===== src/rtl/sap_control_sequencer_if.sv =====
// Signal bundle between the SAP-1 control sequencer and the datapath/IR side.
interface sap_control_sequencer_if;
  logic        run;
  logic [3:0]  instruction;
  logic [11:0] control_word;
  logic [5:0]  t_state;
  logic        halted;

  // Sequencer side: consumes run/opcode, produces the control word and status.
  modport slave (
    input  run,
    input  instruction,
    output control_word,
    output t_state,
    output halted
  );

  // Datapath/controller side: supplies run/opcode, observes the sequencer.
  modport master (
    output run,
    output instruction,
    input  control_word,
    input  t_state,
    input  halted
  );
endinterface


===== src/rtl/sap_control_sequencer.sv =====
// SAP-1 control sequencer: one-hot T1..T6 ring counter, opcode decode and
// sticky halt. Drives the 12-bit control word
// {Cp,Ep,Lm_n,Ce_n,Li_n,Ei_n,La_n,Ea,Su,Eu,Lb_n,Lo_n}.
module sap_control_sequencer (
  input  logic                         clock,
  input  logic                         reset,
  sap_control_sequencer_if.slave       bus
);

  localparam logic [3:0] OP_LDA = 4'b0000;
  localparam logic [3:0] OP_ADD = 4'b0001;
  localparam logic [3:0] OP_SUB = 4'b0010;
  localparam logic [3:0] OP_OUT = 4'b1110;
  localparam logic [3:0] OP_HLT = 4'b1111;

  localparam logic [11:0] CW_NOP     = 12'h3E3;
  localparam logic [11:0] CW_FETCH1  = 12'h5E3;
  localparam logic [11:0] CW_FETCH2  = 12'hBE3;
  localparam logic [11:0] CW_FETCH3  = 12'h263;
  localparam logic [11:0] CW_ADDR    = 12'h1A3;
  localparam logic [11:0] CW_LDA_T5  = 12'h2C3;
  localparam logic [11:0] CW_LDB     = 12'h2E1;
  localparam logic [11:0] CW_ADD_T6  = 12'h3C7;
  localparam logic [11:0] CW_SUB_T6  = 12'h3CF;
  localparam logic [11:0] CW_OUT_T4  = 12'h3F2;

  typedef enum logic [5:0] {
    T1 = 6'b000001,
    T2 = 6'b000010,
    T3 = 6'b000100,
    T4 = 6'b001000,
    T5 = 6'b010000,
    T6 = 6'b100000
  } ring_e;

  ring_e       ring;
  logic        halted_q;
  logic [11:0] word;

  // Ring counter and halt flag; a corrupted (non-one-hot) ring snaps back to T1.
  always_ff @(posedge clock) begin
    if (reset) begin
      ring     <= T1;
      halted_q <= 1'b0;
    end else if (!$onehot(ring)) begin
      ring <= T1;
    end else if (bus.run && !halted_q) begin
      case (ring)
        T1: ring <= T2;
        T2: ring <= T3;
        T3: ring <= T4;
        T4: begin
          ring <= T5;
          if (bus.instruction == OP_HLT) halted_q <= 1'b1;
        end
        T5: ring <= T6;
        T6: ring <= T1;
        default: ring <= T1;
      endcase
    end
  end

  // Moore decode of the current T-state and opcode; reset and halt force NOP.
  always_comb begin
    word = CW_NOP;
    if (!reset && !halted_q) begin
      case (ring)
        T1: word = CW_FETCH1;
        T2: word = CW_FETCH2;
        T3: word = CW_FETCH3;
        T4: begin
          case (bus.instruction)
            OP_LDA, OP_ADD, OP_SUB: word = CW_ADDR;
            OP_OUT:                 word = CW_OUT_T4;
            default:                word = CW_NOP;
          endcase
        end
        T5: begin
          case (bus.instruction)
            OP_LDA:         word = CW_LDA_T5;
            OP_ADD, OP_SUB: word = CW_LDB;
            default:        word = CW_NOP;
          endcase
        end
        T6: begin
          case (bus.instruction)
            OP_ADD:  word = CW_ADD_T6;
            OP_SUB:  word = CW_SUB_T6;
            default: word = CW_NOP;
          endcase
        end
        default: word = CW_NOP;
      endcase
    end
  end

  assign bus.control_word = word;
  assign bus.t_state      = ring;
  assign bus.halted       = halted_q;

  // At most one bus driver (Ep, Ce, Ei, Ea, Eu) may be enabled in any T-state.
  a_single_driver: assert property (@(posedge clock)
    $onehot0({word[10], ~word[8], ~word[6], word[4], word[2]}));

endmodule

===== src/flat_wrapper.sv =====
// flat-port wrapper written by rule: the top's interface ports become plain ports
module sap_control_sequencer_flat 
  (clock, reset, bus_run, bus_instruction, bus_control_word, bus_t_state, bus_halted);
  sap_control_sequencer_if bus_i ();
  input  logic clock;
  input  logic reset;
  input wire logic [$bits(bus_i.run)-1:0] bus_run;
  input wire logic [$bits(bus_i.instruction)-1:0] bus_instruction;
  output wire logic [$bits(bus_i.control_word)-1:0] bus_control_word;
  output wire logic [$bits(bus_i.t_state)-1:0] bus_t_state;
  output wire logic [$bits(bus_i.halted)-1:0] bus_halted;
  assign bus_i.run = bus_run;
  assign bus_i.instruction = bus_instruction;
  assign bus_control_word = bus_i.control_word;
  assign bus_t_state = bus_i.t_state;
  assign bus_halted = bus_i.halted;
  sap_control_sequencer u_core (.clock(clock), .reset(reset), .bus(bus_i));
endmodule

===== config.mk =====
export PLATFORM = sky130hd
export DESIGN_NAME = sap_control_sequencer_flat
export DESIGN_NICKNAME = d
export VERILOG_FILES = /design/src/rtl/sap_control_sequencer_if.sv /design/src/rtl/sap_control_sequencer.sv /design/src/flat_wrapper.sv
export SDC_FILE = /design/constraint.sdc
export NUM_CORES = 1
export LEC_CHECK = 0
export ABC_AREA = 1
export BUFFER_PORTS_ARGS = -buffer_cell sky130_fd_sc_hd__buf_2
export CORE_MARGIN = 4
export CORE_UTILIZATION = 47
export CTS_CLUSTER_DIAMETER = 120
export DETAILED_ROUTE_END_ITERATION = 10
export GPL_TIMING_DRIVEN = 1
export PLACE_DENSITY = 0.74
export SETUP_SLACK_MARGIN = 0.05
export SLEW_MARGIN = 15
export SYNTH_ARGS = -nofsm -noshare
export SYNTH_HDL_FRONTEND = slang
export SYNTH_SLANG_ARGS = --single-unit

===== constraint.sdc =====
create_clock -name clock -period 2.78 [get_ports clock]
set_clock_uncertainty 0.2 [all_clocks]
set_input_delay 0.834 -clock clock [delete_from_list [all_inputs] [get_ports clock]]
set_output_delay 0.834 -clock clock [all_outputs]
set_load 0.05 [all_outputs]

==> run summary <==
Crit Path Max Fanout: 4
Netlist area before placement: 876 µm²
Vias in the first global route: 850
Flop-to-flop setup slack: 480 ps
Number of max-slew violations in the final report: 0
Critical path class: input pin to output pin
Crit path time final: 2730 ps
Total count of hold-check failures in the final report: 0
Number of buffers between clock root and the deepest sink: 2
Net Count, Synth: 157
Final-stage net count: 190
Arrival time at the worst endpoint: 1690 ps
Portion of the clock cycle consumed by the worst path in the final layout: 98.1%
Critical path launch point type: input pin
Sink count of the clock tree: 7
Antenna violations before repair: 0
Power after layout: 1.28 mW
Yosys reg bits: 7
Post-synthesis instance total: 135
Root buf cell: sky130_fd_sc_hd__clkbuf_4
Setup repair after global routing missed its margin: true
Port Buffer Count: 25
TritonCTS clock tree: built
Setup violators final: 0
Post-Place Worst Slack: -0.200 ps
Max_cap viols: 0
H-tree levels: 1
Worst-case vdd ir drop: 0.722 mV
Share of final-layout standard cells stronger than drive strength 1: 49.7%
Worst Path Required: 1750 ps
Worst-path cell with the longest stage delay: sky130_fd_sc_hd__buf_6
Sequential element share of the synthesized area: 16.0%
Routed length per placed instance: 12.1 µm
Later-pin clock latency in the skew report: 260 ps
Vias per cell: 4.91
Transition time of the tightest slew-check pin: 258 ps
HPWL after DPL: 1780 µm
Detailed-routing iteration count for the pre-antenna-repair pass: 4
Count of warnings emitted by yosys: 0
Global-route usage over all layers: 17.8%
Standard cell core area: 1750 µm²
Global-route congestion overflow total: 0
X dimension of the die: 51.2 µm
Inserted Diodes: 0
Number of placed I/O pins: 26
Vert. Die Dim: 51.2 µm
Clock buffer count from CTS: 3
Post-route core utilization: 73.5%
Most frequent standard cell in the layout excluding fill and tap cells: sky130_fd_sc_hd__nand2_1
Result of the run: complete, no violations
DRT Wirelength: 2330 µm
Final worst-path setup slack: 53.0 ps
Critical Path, Cell by Cell: buf_2, inv_1, nor2_2, nand2_4, nand2_1, nor2_2, nor2_2, nand2_1, buf_6
Antenna Violating Nets Remaining: 0
Area of the die: 2620 µm²
Via count: 943
Pin count of the biggest net entering global routing: 10
Most common cell type on the critical path: sky130_fd_sc_hd__nor2_2
Fmax: 367 MHz
Power per unit of standard cell area: 995 nW/µm²
First-pass GRT wire length: 3530 µm
Count of fill cells added during filler insertion: 146
Largest stage delay on the critical path: 150 ps
Row cnt: 15
Post-Syn Area per Cell: 6.49 µm²
Reg clk slew, reported paths: 50 ps
Effective utilization at floorplan: 50.2%
Number of design rule violations left after detail routing: 0
Count of distinct cell types in the synthesized netlist: 21
Leakage power total: 0.624 nW
Routability congestion estimate from global placement: 0.801
Synth-to-Final Area Change: 46.4%
Hold buffer count at cts: 0
Rel. slew slack: 82.9%
Hold Crit Class: flop to flop
First-iteration detailed-routing DRC count: 16
Kind of capture point of the worst setup path: output pin
Top library cells by usage in the layout, fill and taps aside: sky130_fd_sc_hd__nand2_1 (24), sky130_fd_sc_hd__inv_1 (20), sky130_fd_sc_hd__buf_2 (15)
-- cell families after synthesis --
| kind of cell | count (synthesis) | synth area share (%) |
|---|---|---|
| buffers and inverters | 29 | 12.4 |
| AOI/OAI and AO/OA | 14 | 9.00 |
| DFF | 7 | 16.0 |
| adders and majority gates | 15 | 23.1 |
| and+or+nand+nor | 70 | 39.4 |
-- layout make-up --
type	instances	area (µm²)	area share (%)
Timing Repair Buffer	28	203	15.8
Clock buffer	4	26.3	2.05
Sequential cell	7	153	11.9
Multi-Input combinational cell	99	761	59.3
Tap cell	25	31.3	2.44
Inverter	29	109	8.49
-- per-layer routing --
metal,wire [µm],track usage (%)
met5,0,0
met4,12,8.07
met3,99,2.92
met2,1290,31.5
met1,930,20.8
-- power by group --
| part | switching, mW | internal (mW) | leakage (nW) |
|---|---|---|---|
| sequential | 0.0283 | 0.129 | 0.0595 |
| clock | 0.0400 | 0.0549 | 0.0150 |
| combinational | 0.682 | 0.342 | 0.549 |
| total | 0.750 | 0.526 | 0.624 |
-- path summary, 6_finish.rpt --
kind / from / to / cells past startpoint
hold reg to reg: u_core.bus.t_state[4] / u_core.bus.t_state[4] / 2
setup reg to reg: u_core.bus.t_state[1] / u_core.bus.t_state[1] / 11
setup / recovery: bus_instruction[1] / bus_control_word[5] / 9
hold / removal: u_core.bus.t_state[4] / u_core.bus.t_state[4] / 2
-- worst max-delay path, delay by kind of cell --
family	cells	cell delay [ps]
buffers and inverters	3	340
AND/OR/NAND/NOR	6	510
-- repair_timing --
item | 4_1_cts | 5_1_grt
setup buffers | 0 | 1
endpoints found under the hold margin | 0 | 0
cloned | 0 | 0
pin swaps | 0 | 6
resized for setup | 15 | 38
setup endpoints to repair | 8 | 10
-- per-stage QoR --
stage	cell area (µm²)	hold slack [ps]	std cells	TNS, ps
2_1_floorplan	895	379	135	-50.4
3_3_place_gp	1070	281	187	0
3_5_place_dp	1070	283	187	-0.200
4_1_cts	1140	290	191	0
5_1_grt	1280	315	192	-71.6
6_report	1280	301	192	0
-- synth_stat cells --
cell | count | area [µm²]
sky130_fd_sc_hd__ha_1 | 13 | 163
sky130_fd_sc_hd__o22ai_1 | 1 | 6.26
sky130_fd_sc_hd__nand3_4 | 1 | 17.5
sky130_fd_sc_hd__o21ai_2 | 2 | 17.5
sky130_fd_sc_hd__nand2_2 | 2 | 12.5
sky130_fd_sc_hd__nand4_1 | 1 | 6.26
sky130_fd_sc_hd__nand2_4 | 1 | 11.3
sky130_fd_sc_hd__nand3_2 | 1 | 10.0
sky130_fd_sc_hd__inv_2 | 6 | 22.5
sky130_fd_sc_hd__nand2_1 | 29 | 109
sky130_fd_sc_hd__nor2_1 | 17 | 63.8
sky130_fd_sc_hd__inv_1 | 23 | 86.3
sky130_fd_sc_hd__nor2_2 | 3 | 18.8
sky130_fd_sc_hd__fa_1 | 2 | 40.0
sky130_fd_sc_hd__nand3b_1 | 1 | 7.51
sky130_fd_sc_hd__nor2_4 | 3 | 33.8
sky130_fd_sc_hd__a21oi_1 | 6 | 30.0
sky130_fd_sc_hd__dfxtp_1 | 7 | 140
sky130_fd_sc_hd__o21ai_1 | 5 | 25.0
sky130_fd_sc_hd__nor3_1 | 2 | 10.0
sky130_fd_sc_hd__nand3_1 | 9 | 45.0
-- sequential cells by signal, indices dropped and copies added, names as in the netlist --
signal and flops:
u_core.bus.t_state 6, u_core.bus.halted 1
(Power assumes the default switching activity.)
